## src/rtl/pc8k_video_pkg.sv

```systemverilog
// Shared constants and types for the pc8k text-mode video path.
package pc8k_video_pkg;

   localparam int H_ACTIVE   = 640;
   localparam int TXT_COLS   = 80;
   localparam int TXT_ROWS   = 25;
   localparam int CELL_W     = 8;
   localparam int CELL_H     = 16;
   localparam int PIPE_LAT   = 4;
   localparam int BLINK_BITS = 5;
   localparam int V_ACTIVE   = TXT_ROWS * CELL_H;

   typedef struct packed {
      logic hs;
      logic vs;
      logic de;
   } sync_t;

   localparam sync_t SYNC_IDLE = '{hs: 1'b1, vs: 1'b1, de: 1'b0};

   // row*80 + col as shift-and-add
   function automatic logic [10:0] cell_addr(input logic [4:0] row,
                                             input logic [6:0] col);
      return {row, 6'b0} + 11'({row, 4'b0}) + 11'(col);
   endfunction

endpackage

```

## src/rtl/crt_delay_line.sv

```systemverilog
// Fixed-depth register pipe with synchronous reset to a chosen value.
module crt_delay_line #(
   parameter int               WIDTH   = 1,
   parameter int               DEPTH   = 1,
   parameter logic [WIDTH-1:0] RST_VAL = '0
) (
   input  logic             clk,
   input  logic             rst,
   input  logic [WIDTH-1:0] d,
   output logic [WIDTH-1:0] q
);

   logic [WIDTH-1:0] pipe_q [DEPTH];
   logic [WIDTH-1:0] pipe_d [DEPTH];

   always_comb begin
      pipe_d[0] = d;
      for (int i = 1; i < DEPTH; i++) pipe_d[i] = pipe_q[i-1];
   end

   always_ff @(posedge clk) begin
      if (rst) begin
         for (int i = 0; i < DEPTH; i++) pipe_q[i] <= RST_VAL;
      end else begin
         pipe_q <= pipe_d;
      end
   end

   assign q = pipe_q[DEPTH-1];

endmodule

```

## src/rtl/crt_text_gen.sv

```systemverilog
// 80x25 text-mode pixel generator, 4-clock counter-to-pixel pipeline.
// Optional blinking block cursor: define CRT_TEXT_CURSOR_EN.
module crt_text_gen
   import pc8k_video_pkg::*;
#(
   parameter int         V_TOP      = 40,
   parameter logic [2:0] FG_DEFAULT = 3'b111
) (
   input  logic        I_CLK,
   input  logic        I_RST,
   input  logic [9:0]  I_H_CNT,
   input  logic [9:0]  I_V_CNT,
   input  logic        I_HS,
   input  logic        I_VS,
   input  logic [2:0]  I_FG,
   output logic [10:0] O_VRAM_ADDR,
   input  logic [7:0]  I_VRAM_DATA,
   output logic [10:0] O_CG_ADDR,
   input  logic [7:0]  I_CG_DATA,
   input  logic [6:0]  I_CUR_X,
   input  logic [4:0]  I_CUR_Y,
   input  logic        I_CUR_ON,
   output logic        O_R,
   output logic        O_G,
   output logic        O_B,
   output logic        O_DE,
   output logic        O_HS,
   output logic        O_VS
);

   logic [9:0]  vy;
   logic        in_area;
   logic [6:0]  col;
   logic [4:0]  row;
   logic [2:0]  line;
   logic        cur_hit;
   logic        blink_vis;
   logic        vs_fall;

   logic [2:0]  line_s1;
   logic        de_s2;
   logic        cur_s2;
   logic [2:0]  hbit_s2;
   sync_t       sync_s0;
   sync_t       sync_s4;

   logic [10:0] vram_addr_q, vram_addr_d;
   logic [10:0] cg_addr_q, cg_addr_d;
   logic        pix_q, pix_d;
   logic [2:0]  rgb_q, rgb_d;
   logic [2:0]  fg_q, fg_d;
   logic        vs_prev_q, vs_prev_d;

   // Above V_TOP the subtraction wraps high, so one compare bounds both ends.
   assign vy      = I_V_CNT - 10'(V_TOP);
   assign in_area = (I_H_CNT < 10'(H_ACTIVE)) && (vy < 10'(V_ACTIVE));
   assign col     = I_H_CNT[9:3];
   assign row     = vy[8:4];
   assign line    = vy[3:1];
   assign vs_fall = vs_prev_q & ~I_VS;
   assign sync_s0 = '{hs: I_HS, vs: I_VS, de: in_area};

`ifdef CRT_TEXT_CURSOR_EN
   logic [BLINK_BITS-1:0] blink_q, blink_d;

   always_comb begin
      blink_d = blink_q;
      if (vs_fall) blink_d = blink_q + BLINK_BITS'(1);
   end

   always_ff @(posedge I_CLK) begin
      if (I_RST) blink_q <= '0;
      else       blink_q <= blink_d;
   end

   assign blink_vis = ~blink_q[BLINK_BITS-1];
   assign cur_hit   = I_CUR_ON & in_area
                    & (col == I_CUR_X) & (row == I_CUR_Y);
`else
   logic unused_cursor;
   assign unused_cursor = ^{I_CUR_X, I_CUR_Y, I_CUR_ON};
   assign blink_vis     = 1'b0;
   assign cur_hit       = 1'b0;
`endif

   crt_delay_line #(
      .WIDTH   (3),
      .DEPTH   (1),
      .RST_VAL (3'b000)
   ) u_line_dl (
      .clk (I_CLK),
      .rst (I_RST),
      .d   (line),
      .q   (line_s1)
   );

   crt_delay_line #(
      .WIDTH   (5),
      .DEPTH   (2),
      .RST_VAL (5'b00000)
   ) u_bit_dl (
      .clk (I_CLK),
      .rst (I_RST),
      .d   ({in_area, cur_hit, I_H_CNT[2:0]}),
      .q   ({de_s2, cur_s2, hbit_s2})
   );

   crt_delay_line #(
      .WIDTH   ($bits(sync_t)),
      .DEPTH   (PIPE_LAT),
      .RST_VAL (SYNC_IDLE)
   ) u_sync_dl (
      .clk (I_CLK),
      .rst (I_RST),
      .d   (sync_s0),
      .q   (sync_s4)
   );

   always_comb begin
      vram_addr_d = '0;
      if (in_area) vram_addr_d = cell_addr(row, col);
      cg_addr_d = {I_VRAM_DATA, line_s1};
      pix_d     = de_s2 & (I_CG_DATA[3'd7 - hbit_s2]
                           ^ (cur_s2 & blink_vis));
      rgb_d     = pix_q ? fg_q : 3'b000;
      fg_d      = vs_fall ? I_FG : fg_q;
      vs_prev_d = I_VS;
   end

   always_ff @(posedge I_CLK) begin
      if (I_RST) begin
         vram_addr_q <= '0;
         cg_addr_q   <= '0;
         pix_q       <= 1'b0;
         rgb_q       <= 3'b000;
         fg_q        <= FG_DEFAULT;
         vs_prev_q   <= 1'b1;
      end else begin
         vram_addr_q <= vram_addr_d;
         cg_addr_q   <= cg_addr_d;
         pix_q       <= pix_d;
         rgb_q       <= rgb_d;
         fg_q        <= fg_d;
         vs_prev_q   <= vs_prev_d;
      end
   end

   assign O_VRAM_ADDR = vram_addr_q;
   assign O_CG_ADDR   = cg_addr_q;
   assign {O_R, O_G, O_B} = rgb_q;
   assign O_DE = sync_s4.de;
   assign O_HS = sync_s4.hs;
   assign O_VS = sync_s4.vs;

endmodule

```

## config.mk

```make
export PLATFORM = sky130hd
export DESIGN_NAME = crt_text_gen
export DESIGN_NICKNAME = d
export VERILOG_FILES = /design/src/rtl/pc8k_video_pkg.sv /design/src/rtl/crt_delay_line.sv /design/src/rtl/crt_text_gen.sv
export SDC_FILE = /design/constraint.sdc
export NUM_CORES = 1
export LEC_CHECK = 0
export ABC_AREA = 1
export CORE_ASPECT_RATIO = 2
export CORE_MARGIN = 4
export CORE_UTILIZATION = 45
export CTS_CLUSTER_SIZE = 28
export DETAILED_ROUTE_END_ITERATION = 10
export PLACE_DENSITY_LB_ADDON = 0.12
export REMOVE_ABC_BUFFERS = 1
export SLEW_MARGIN = 20
export SYNTH_ARGS = -nofsm -noshare
export SYNTH_HDL_FRONTEND = slang
export SYNTH_SLANG_ARGS = --single-unit
```

## constraint.sdc

```tcl
create_clock -name I_CLK -period 4 [get_ports I_CLK]
set_input_delay 0.8 -clock I_CLK [delete_from_list [all_inputs] [get_ports I_CLK]]
set_output_delay 0.8 -clock I_CLK [all_outputs]
set_load 0.005 [all_outputs]
```

After elaboration in Yosys (flattened, before gate mapping) --
Index checks and enable logic that the tools add are counted.
Cells by class: add/sub/neg operators 4, bitwise logic cells 5, $lt $le $gt $ge 3, reductions and logical operators 3, muxes and demuxes 2
Operator list (count):
- adder 11 x 7 -> 11 bit | 1
- adder 11 x 9 -> 11 bit | 1
- < comparator 10 bit, second input constant | 1
- < comparator 10 x 9 -> 1 bit, second input constant | 1
- subtractor 10 x 6 -> 10 bit, second input constant | 1
- < comparator 3 x 4 -> 1 bit, second input constant | 1
- OR reduction 2 bit | 2
- binary-select mux 1 bit (select 3 bit) | 1
- NOT 1 bit | 3
- subtractor 3 bit, first input constant | 1
- AND 1 bit | 2
- logical AND 1 bit | 1
- two-way mux 1 bit | 1
Word-level totals: flip-flop bits (word level) 55, logic and storage cells 31, input port bits 56, output and inout bits 28

Logic depth before layout (Yosys ltp) --
Gate-level depths: netlist of run 1.
word-level depth 5, depth in mapped cells 18, mapped depth without buffers 18

By module --
From an unflattened synthesis of run 1, not the netlist that was laid out.
Unflattened totals: cell total of the unflattened synthesis 255, area total of the unflattened synthesis 2128.3 µm²
Modules (own cells, without submodules):
- crt_text_gen | cells each 178, seq. area each 600.6 µm², area each 1422.6 µm², instances 1
- crt_delay_line at u_sync_dl | cells each 37, seq. area each 240.2 µm², area each 336.6 µm², instances 1
- crt_delay_line at u_bit_dl | cells each 31, seq. area each 200.2 µm², area each 286.5 µm², instances 1
- crt_delay_line at u_line_dl | cells each 9, seq. area each 60.1 µm², area each 82.6 µm², instances 1

Worst setup path before layout of run 1 --
No wires, ideal clock.
kind in2reg, from in I_V_CNT[3], to reg vram_addr_q[9] (netlist: O_VRAM_ADDR[9]), required time 3.938 ns, stages 14, arrival time 2.707 ns, setup time 0.062 ns, slack 1.231 ns, buffers on the path 0, cell sequence inv_2 -> ha_1 -> inv_1 -> nand2_2 -> and2_1 -> ha_1 -> ha_1 -> fa_1 -> nand2_1 -> nand2_1 -> a21oi_1 -> xnor2_1 -> inv_1 -> nor2_2
On the way: word-level cells in the longest chain between the ends 5, elaborated cells on any way between the ends 7, classes of those cells 3 x add/sub; 1 x order compare; 1 x bitwise; 2 x reduce/logical
RTL lines:
- start: declaration | line crt_text_gen.sv:12 | input logic [9:0] I_V_CNT,
- subtractor 10 x 6 -> 10 bit * | line crt_text_gen.sv:55 | assign vy = I_V_CNT - 10'(V_TOP);
- parallel branches: the longest is 4 deep, another holds adder 11 x 9 -> 11 bit
- end signal: assignment | line crt_text_gen.sv:139 | vram_addr_q <= vram_addr_d;
- end: declaration | line crt_text_gen.sv:47 | logic [10:0] vram_addr_q, vram_addr_d;
Mark *: on every way between the ends. A chain may end at the register's enable or synchronous reset.

Worst setup path in the final report of run 1 --
from in I_V_CNT[3], to reg vram_addr_q[9] (netlist: O_VRAM_ADDR[9])
On the way: word-level cells in the longest chain between the ends 5, elaborated cells on any way between the ends 7, classes of those cells 3 x add/sub; 1 x order compare; 1 x bitwise; 2 x reduce/logical
RTL lines:
- subtractor 10 x 6 -> 10 bit | line crt_text_gen.sv:55
- via u_line_dl.d[2] | line crt_delay_line.sv:9 | input logic [WIDTH-1:0] d,
- < comparator 10 x 9 -> 1 bit | line crt_text_gen.sv:56 | assign in_area = (I_H_CNT < 10'(H_ACTIVE)) && (vy < 10'(V_ACTIVE));
- logical AND 1 bit | line crt_text_gen.sv:56
- NOT 1 bit (no source line)
- OR reduction 2 bit (no source line)
The timed path passes the listed nets, and every way through them passes these cells.

==> impl_results.md, run 1 <==
- Run status: completed
- DR WL/cell: 10.6 um
- Pin count of the biggest net entering global routing: 31
- Area Overhead vs Synth: 42.9%
- Yosys warning count: 0
- Crit Path Category: input port to flop
- Area after DPL: 0.00274 mm2
- Skew-Pair Late Insertion Delay: ~300 ps
- Initial Util: 0.460
- Initial antenna violation count: 0
- Vias/cell: 4.45
- Flops & latches, synth: 50
- Max-slew violations: 0
- Hold buffer count at CTS: 0
- Grt ovf: 0
- Vias in the first global route: 1589
- NumNets Final: roughly 380
- Post-route DRC: 0
- Type of origin of the critical path: input port
- CTS Sinks: 50
- Core area: ~0.0043 mm2
- Post-synth EDFFs: 0
- Slew @ Worst Pin: about 360 ps
- Root Buffer: clkbuf_8
- Seq/Total Area, Yosys: 0.501
- Layout fillers: around 380
- Final hold violation count: 0
- Max_cap viols: 0
- Die ar.: approximately 0.0056 mm2
- Setup_tns: 0 ps
- Pleak: between 1 and 1.5 nW
- Post-layout minimum cycle time: 3190 ps
- CTS tree: yes
- Final Cycle Share: 0.798
- Largest stage delay on the critical path: ~530 ps
- Synth top area share: 0.501
- Critical path's most frequent cell: ha_1
- First DRT Iteration DRCs: 13
- Port Buffers: between 60 and 70
- Hold path depth: 2
- Yosys cell types: 28
- CTS H-Tree Depth: 2
- Synth top area cells: dfxtp_1 (50%), inv_1 (9.2%), nor2_1 (7.3%), ha_1 (6.3%), nand2_1 (4.9%)
- Register-to-Register Path Depth: 4
- Die X: between 50 and 60 um
- Unrepaired setup endpoints after global routing: false
- Hold WS: approximately 400 ps
- Dominant synthesized flop cell: dfxtp_1
- Layout cells sized above 1: 0.131
- Layout Skew: 3.81 ps
- I/O pins: 84
- Antenna viol nets, final: 0
- First-pass iteration count of the detailed router: 3
- Final Cell Area: between 0.002 and 0.003 mm2
- Maximum VDD drop: 0.232 mV
- Async SR Flop Fraction: 0
- Reg-to-reg startpoint: u_bit_dl.q[0]$_SDFF_PP0_
- HPWL after DPL: 3160 um
- Critical path cell sequence: clkdlybuf4s50_1, inv_2, ha_1, inv_1, nand2_2, and2_1, ha_1, ha_1, fa_1, nand2_1, nand2_1, a21oi_1, xnor2_1, inv_1, nor2_2
- Worst endpoint required time: 4240 ps
- Final RePlAce weighted congestion: around 0.74
- Number of buffers created by CTS: 5
- CP max-delay cell: clkdlybuf4s50_1
- Pwr dens: approximately 380 mW/mm2
- Max-slew headroom: 0.761
- Most common cell after layout, fill and taps aside: clkdlybuf4s50_1
- Final wirelength: 3890 um
- Crit. End Element: flop
- Setup violators final: 0
- Worst Path Arrival: between 3000 and 4000 ps
- Crit-path max FO: 5
- First-pass GRT wire length: 6350 um
- PostCTS Resize Cnt: 0
- Global-route usage over all layers: 0.155
- Chip height: slightly above 100 um
- Buffer count from post-CTS setup fixing: 0
- Syn Area/Cell: 8.39 um2
- Post-synth top area cell: dfxtp_1
- Min-Delay Startpoint: u_sync_dl.pipe_d[6]$_SDFF_PP0_
- Max Buffers Root-to-Sink: 2
- # diodes: 0
- Via count: approximately 1600
- FMAX: around 310 MHz
- Worst min-delay path class: flop to flop
- Most frequent cells in the layout: clkdlybuf4s50_1 (69), dfxtp_1 (50), inv_1 (49), nor2_1 (39), nand2_1 (26)
- Setup crit start: I_V_CNT[3]
- Post-Synthesis Cells: roughly 240
- Clock transition at the registers of the reported paths: around 90 ps
- Synthesized area: between 0.0015 and 0.002 mm2
- # rows: 34
-- flip-flops by register name, indices dropped and copies added (netlist names) --
name              flops
pix_q                 1
rgb_q                 3
u_bit_dl.q            3
u_line_dl.q           3
u_bit_dl.pipe_d       3
u_sync_dl.pipe_d      9
O_VRAM_ADDR          11
u_sync_dl.q           3
fg_q                  3
O_CG_ADDR            11
-- metal layers --
| layer | part of all wire | track usage | routed length, um |
|---|---|---|---|
| met5 | 0 | 0 | 0 |
| met1 | 0.31 | 0.130 | 1210 |
| met3 | 0.068 | 0.0248 | 264 |
| met4 | 0.036 | 0.0918 | 141 |
| met2 | 0.58 | 0.307 | 2280 |
-- worst max-delay path: cells and delay by family --
kind / cells / cell delay [ps]
adders and majority gates: 4 / 1150
buffers and inverters: 4 / 720
and+or+nand+nor: 5 / 470
AOI/OAI and AO/OA: 1 / 150
xor gates and xnor gates: 1 / 130
-- cell families after synthesis --
logic type	after synthesis	share of synthesized area
AND/OR/NAND/NOR	99	0.237
AO/OA/AOI/OAI	19	0.0639
XOR/XNOR	4	0.0175
buffers and inverters	55	0.107
flip-flops	50	0.501
adder cells (fa/ha/maj)	11	0.0727
-- per-stage QoR --
stage	cells	power [W]	setup slack [ps]	utilization
4_1_cts	366	0.00110	809	0.658
2_1_floorplan	234	0.000653	1230	-
3_3_place_gp	358	0.000745	517	0.631
3_5_place_dp	358	0.000751	489	0.631
5_1_grt	366	0.00114	656	0.658
6_report	366	0.00108	806	0.658
-- power breakdown --
group,switching (W),internal [W],total (W),leakage [nW]
sequential,0.00000594,0.000521,0.000527,0.411
combinational,0.0000994,0.000110,0.000209,0.860
clock,0.000163,0.000186,0.000349,0.0504
-- worst paths after layout --
| kind | to | slack (ps) |
|---|---|---|
| worst max-delay path | O_VRAM_ADDR[9]$_SDFF_PP0_ | 810 |
| worst min-delay path | u_sync_dl.pipe_d[3]$_SDFF_PP0_ | 400 |
| worst max register to register | pix_q$_SDFF_PP0_ | 3020 |
| worst min register to register | u_sync_dl.pipe_d[3]$_SDFF_PP0_ | 400 |
-- final cells by class --
| cell class | instances | area (um2) | area share |
|---|---|---|---|
| clock buffers | 5 | 68.8 | 0.0241 |
| clock inverters | 3 | 45.0 | 0.0158 |
| inverters | 51 | 191 | 0.0671 |
| multi-input cells | 133 | 782 | 0.274 |
| flip-flops and latches | 50 | 1000 | 0.351 |
| well taps | 54 | 67.6 | 0.0237 |
| repair buffers | 70 | 698 | 0.245 |
-- synth_stat cells, drive strengths merged (3+ instances only) --
master	instances
clkbuf	3
a21oi	5
nand3	7
nand2	32
or2	7
o211ai	3
nor2	50
dfxtp	50
inv	51
ha	10
xnor2	3
o21ai	9
(Power assumes the default switching activity.)
==> run 2: changes to the inputs <==
--- a/config.mk
+++ b/config.mk
@@ -8,7 +8,7 @@
 export ABC_AREA = 1
 export CORE_ASPECT_RATIO = 2
 export CORE_MARGIN = 4
-export CORE_UTILIZATION = 45
+export CORE_UTILIZATION = 38
 export CTS_CLUSTER_SIZE = 28
 export DETAILED_ROUTE_END_ITERATION = 10
 export PLACE_DENSITY_LB_ADDON = 0.12
==> constraint.sdc (replaced) <==
create_clock -name I_CLK -period 2.69 [get_ports I_CLK]
set_input_delay 0.538 -clock I_CLK [delete_from_list [all_inputs] [get_ports I_CLK]]
set_output_delay 0.538 -clock I_CLK [all_outputs]
set_load 0.005 [all_outputs]
==> run 2 against run 1 <==
Die area rose by 16%. Final cell count rose by 6.3%. Sequential share of layout area fell by 2.5 points. Clock-buffer cell count did not move. Via count rose by 4.1%. Clock power rose by 51%. Combinational power rose by 82%. Non-clock buffer count rose by 19. Total power rose by 56%. Utilization fell by 6.0 points. Setup slack got worse by 540 ps. First-iteration DRC count rose to 3.3 times the previous value. Critical path type unchanged. Largest power group unchanged. Highest routed layer unchanged.
==> impl_results.md, run 2 (synthesis results as in run 1) <==
- Run status: completed
- Layout cells sized above 1: 0.215
- Crit. End Element: flop
- Initial Util: 0.389
- Unrepaired setup endpoints after global routing: false
- Area Overhead vs Synth: 53.9%
- Max-slew violations: 0
- Worst endpoint required time: roughly 2900 ps
- Setup crit start: I_V_CNT[5]
- Pleak: between 1 and 1.5 nW
- Min-Delay Startpoint: u_bit_dl.pipe_d[2]$_SDFF_PP0_
- First-pass GRT wire length: slightly below 7000 um
- Max_cap viols: 0
- Layout Skew: 2.46 ps
- Register area: 0.00100 mm2
- First DRT Iteration DRCs: 43
- First-pass iteration count of the detailed router: 6
- Grt ovf: 0
- Hold path depth: 2
- Chip height: 111 um
- Worst Hold End: u_bit_dl.q[2]$_SDFF_PP0_
- CTS Sinks: 50
- Die ar.: about 0.0065 mm2
- Layout fillers: 464
- I/O pins: 84
- DR WL/cell: 11.1 um
- Int Power: 0.00126 W
- Die X: 59.3 um
- Part of the power in combinational logic: 0.225
- Antenna viol nets, final: 0
- Multi-input gate area: approximately 850 um2
- Root Buffer: clkbuf_8
- Max Buffers Root-to-Sink: 2
- CTS tree: yes
- Pin count of the biggest net entering global routing: 31
- # diodes: 0
- Pwr dens: ~550 mW/mm2
- CTS H-Tree Depth: 2
- Reg-to-reg startpoint: u_bit_dl.q[0]$_SDFF_PP0_
- Clock transition at the registers of the reported paths: 90 ps
- Initial antenna violation count: 0
- Placed Cells: between 300 and 400
- Final RePlAce weighted congestion: between 0.8 and 0.9
- FMAX: between 400 and 500 MHz
- Most common cell after layout, fill and taps aside: clkdlybuf4s50_1
- Type of origin of the critical path: input port
- Setup_tns: 0 ps
- Skew-Pair Late Insertion Delay: roughly 300 ps
- Global-route usage over all layers: 0.137
- Port Buffers: a little under 70
- Number of buffers created by CTS: 5
- Maximum VDD drop: 0.515 mV
- Post-route DRC: 0
- NumNets Final: roughly 400
- Slew @ Worst Pin: ~380 ps
- Hold WS: a little over 400 ps
- Crit Path Category: input port to flop
- Most frequent cells in the layout: clkdlybuf4s50_1 (67), dfxtp_1 (50), inv_1 (49), nor2_1 (39), nand2_1 (25)
- Reg2reg setup slack: ~1700 ps
- Switch share: 0.252
- HPWL after DPL: 3330 um
- Worst min-delay path class: flop to flop
- # rows: 37
- Register-to-Register Path Depth: 4
- Final hold violation count: 0
- Clk pwr share: 0.311
- Final Cycle Share: 0.901
- Worst Path Arrival: about 2700 ps
- Core area: a little over 0.005 mm2
- Vias in the first global route: 1614
- Flop pwr share: 0.464
- Post-layout minimum cycle time: 2420 ps
- Setup violators final: 0
- Switch Pwr: 0.000425 W
- Non-filler cells, final: 389
- Final wirelength: between 4000 and 5000 um
- RR Endpoint: pix_q$_SDFF_PP0_
- Via count: around 1700
- Crit-path max FO: 3
- Max-slew headroom: 0.746
- Vias/cell: roughly 4.4
## run 2: cell types whose count changed in the layout (fill, tap and decap cells not counted), moves of 2 or more
| cell | change |
|---|---|
| ha_4 | +3 |
| dlymetal6s2s_1 | +2 |
| buf_4 | +19 |
| ha_2 | +2 |
| clkdlybuf4s50_1 | -2 |
| ha_1 | -5 |
## run 2: worst max-delay path: stages
cell and delay, ps:
clkdlybuf4s50_1 510, inv_1 50, nand2_1 70, and2_4 170, ha_1 230, ha_2 200
fa_2 340, nand2_1 80, nand2_1 60, a21oi_2 140, xnor2_1 120, inv_1 60
nor2_2 90
## run 2: cell type report
cell class	instances	share of cell area
flip-flops and latches	50	0.326
multi-input cells	133	0.276
repair buffers	89	0.275
inverters	51	0.0623
well taps	58	0.0236
clock buffers	5	0.0224
clock inverters	3	0.0147
## run 2: per-stage QoR
| stage | setup slack, ps | utilization | cell area [um2] | power (W) |
|---|---|---|---|---|
| 6_report | 266 | 0.598 | 3070 | 0.00169 |
| 5_1_grt | 79.5 | 0.598 | 3070 | 0.00179 |
| 4_1_cts | 22.6 | 0.590 | 3030 | 0.00171 |
| 3_5_place_dp | -414 | 0.562 | 2890 | 0.00116 |
| 3_3_place_gp | -375 | 0.562 | 2890 | 0.00115 |
| 2_1_floorplan | 178 | - | 1970 | 0.000971 |
## run 2: repair_timing
| item | in CTS | in global routing |
|---|---|---|
| hold buffers | 0 | 0 |
| pin swaps | 0 | 4 |
| endpoints found under the setup margin | 2 | 3 |
| gates resized for setup | 5 | 8 |
| setup buffers | 0 | 0 |
## run 2: per-layer routing
metal | GRT usage | wire length (um) | up-vias
li1 | - | - | 888
met1 | 0.126 | 1450 | 747
met2 | 0.250 | 2400 | 53
met3 | 0.0386 | 316 | 8
met4 | 0.0756 | 146 | 0
met5 | 0 | 0 | -
## run 2: power by group through the flow
stage	sequential (W)	combinational, W	clock (W)
CTS	0.000784	0.000374	0.000553
global placement	0.000800	0.000353	0
detailed placement	0.000801	0.000355	0
finish	0.000783	0.000380	0.000526
floorplan	0.000803	0.000168	0
global route	0.000787	0.000425	0.000578
## run 2: how the worst max path moves through the flow
stage	to	cells after the start
3_5_place_dp	O_VRAM_ADDR[9]$_SDFF_PP0_	15
5_1_grt	O_VRAM_ADDR[10]$_SDFF_PP0_	17
6_report	O_VRAM_ADDR[9]$_SDFF_PP0_	13
2_1_floorplan	O_VRAM_ADDR[9]$_SDFF_PP0_	14
3_3_place_gp	O_VRAM_ADDR[9]$_SDFF_PP0_	15
4_1_cts	O_VRAM_ADDR[9]$_SDFF_PP0_	15
==> run 3: changes to the inputs <==
--- a/config.mk
+++ b/config.mk
@@ -11,6 +11,7 @@
 export CORE_UTILIZATION = 38
 export CTS_CLUSTER_SIZE = 28
 export DETAILED_ROUTE_END_ITERATION = 10
+export HOLD_SLACK_MARGIN = 0.12
 export PLACE_DENSITY_LB_ADDON = 0.12
 export REMOVE_ABC_BUFFERS = 1
 export SLEW_MARGIN = 20
==> results of run 3 <==
Same layout as run 2: the final DEF is identical, and so are final timing and power.
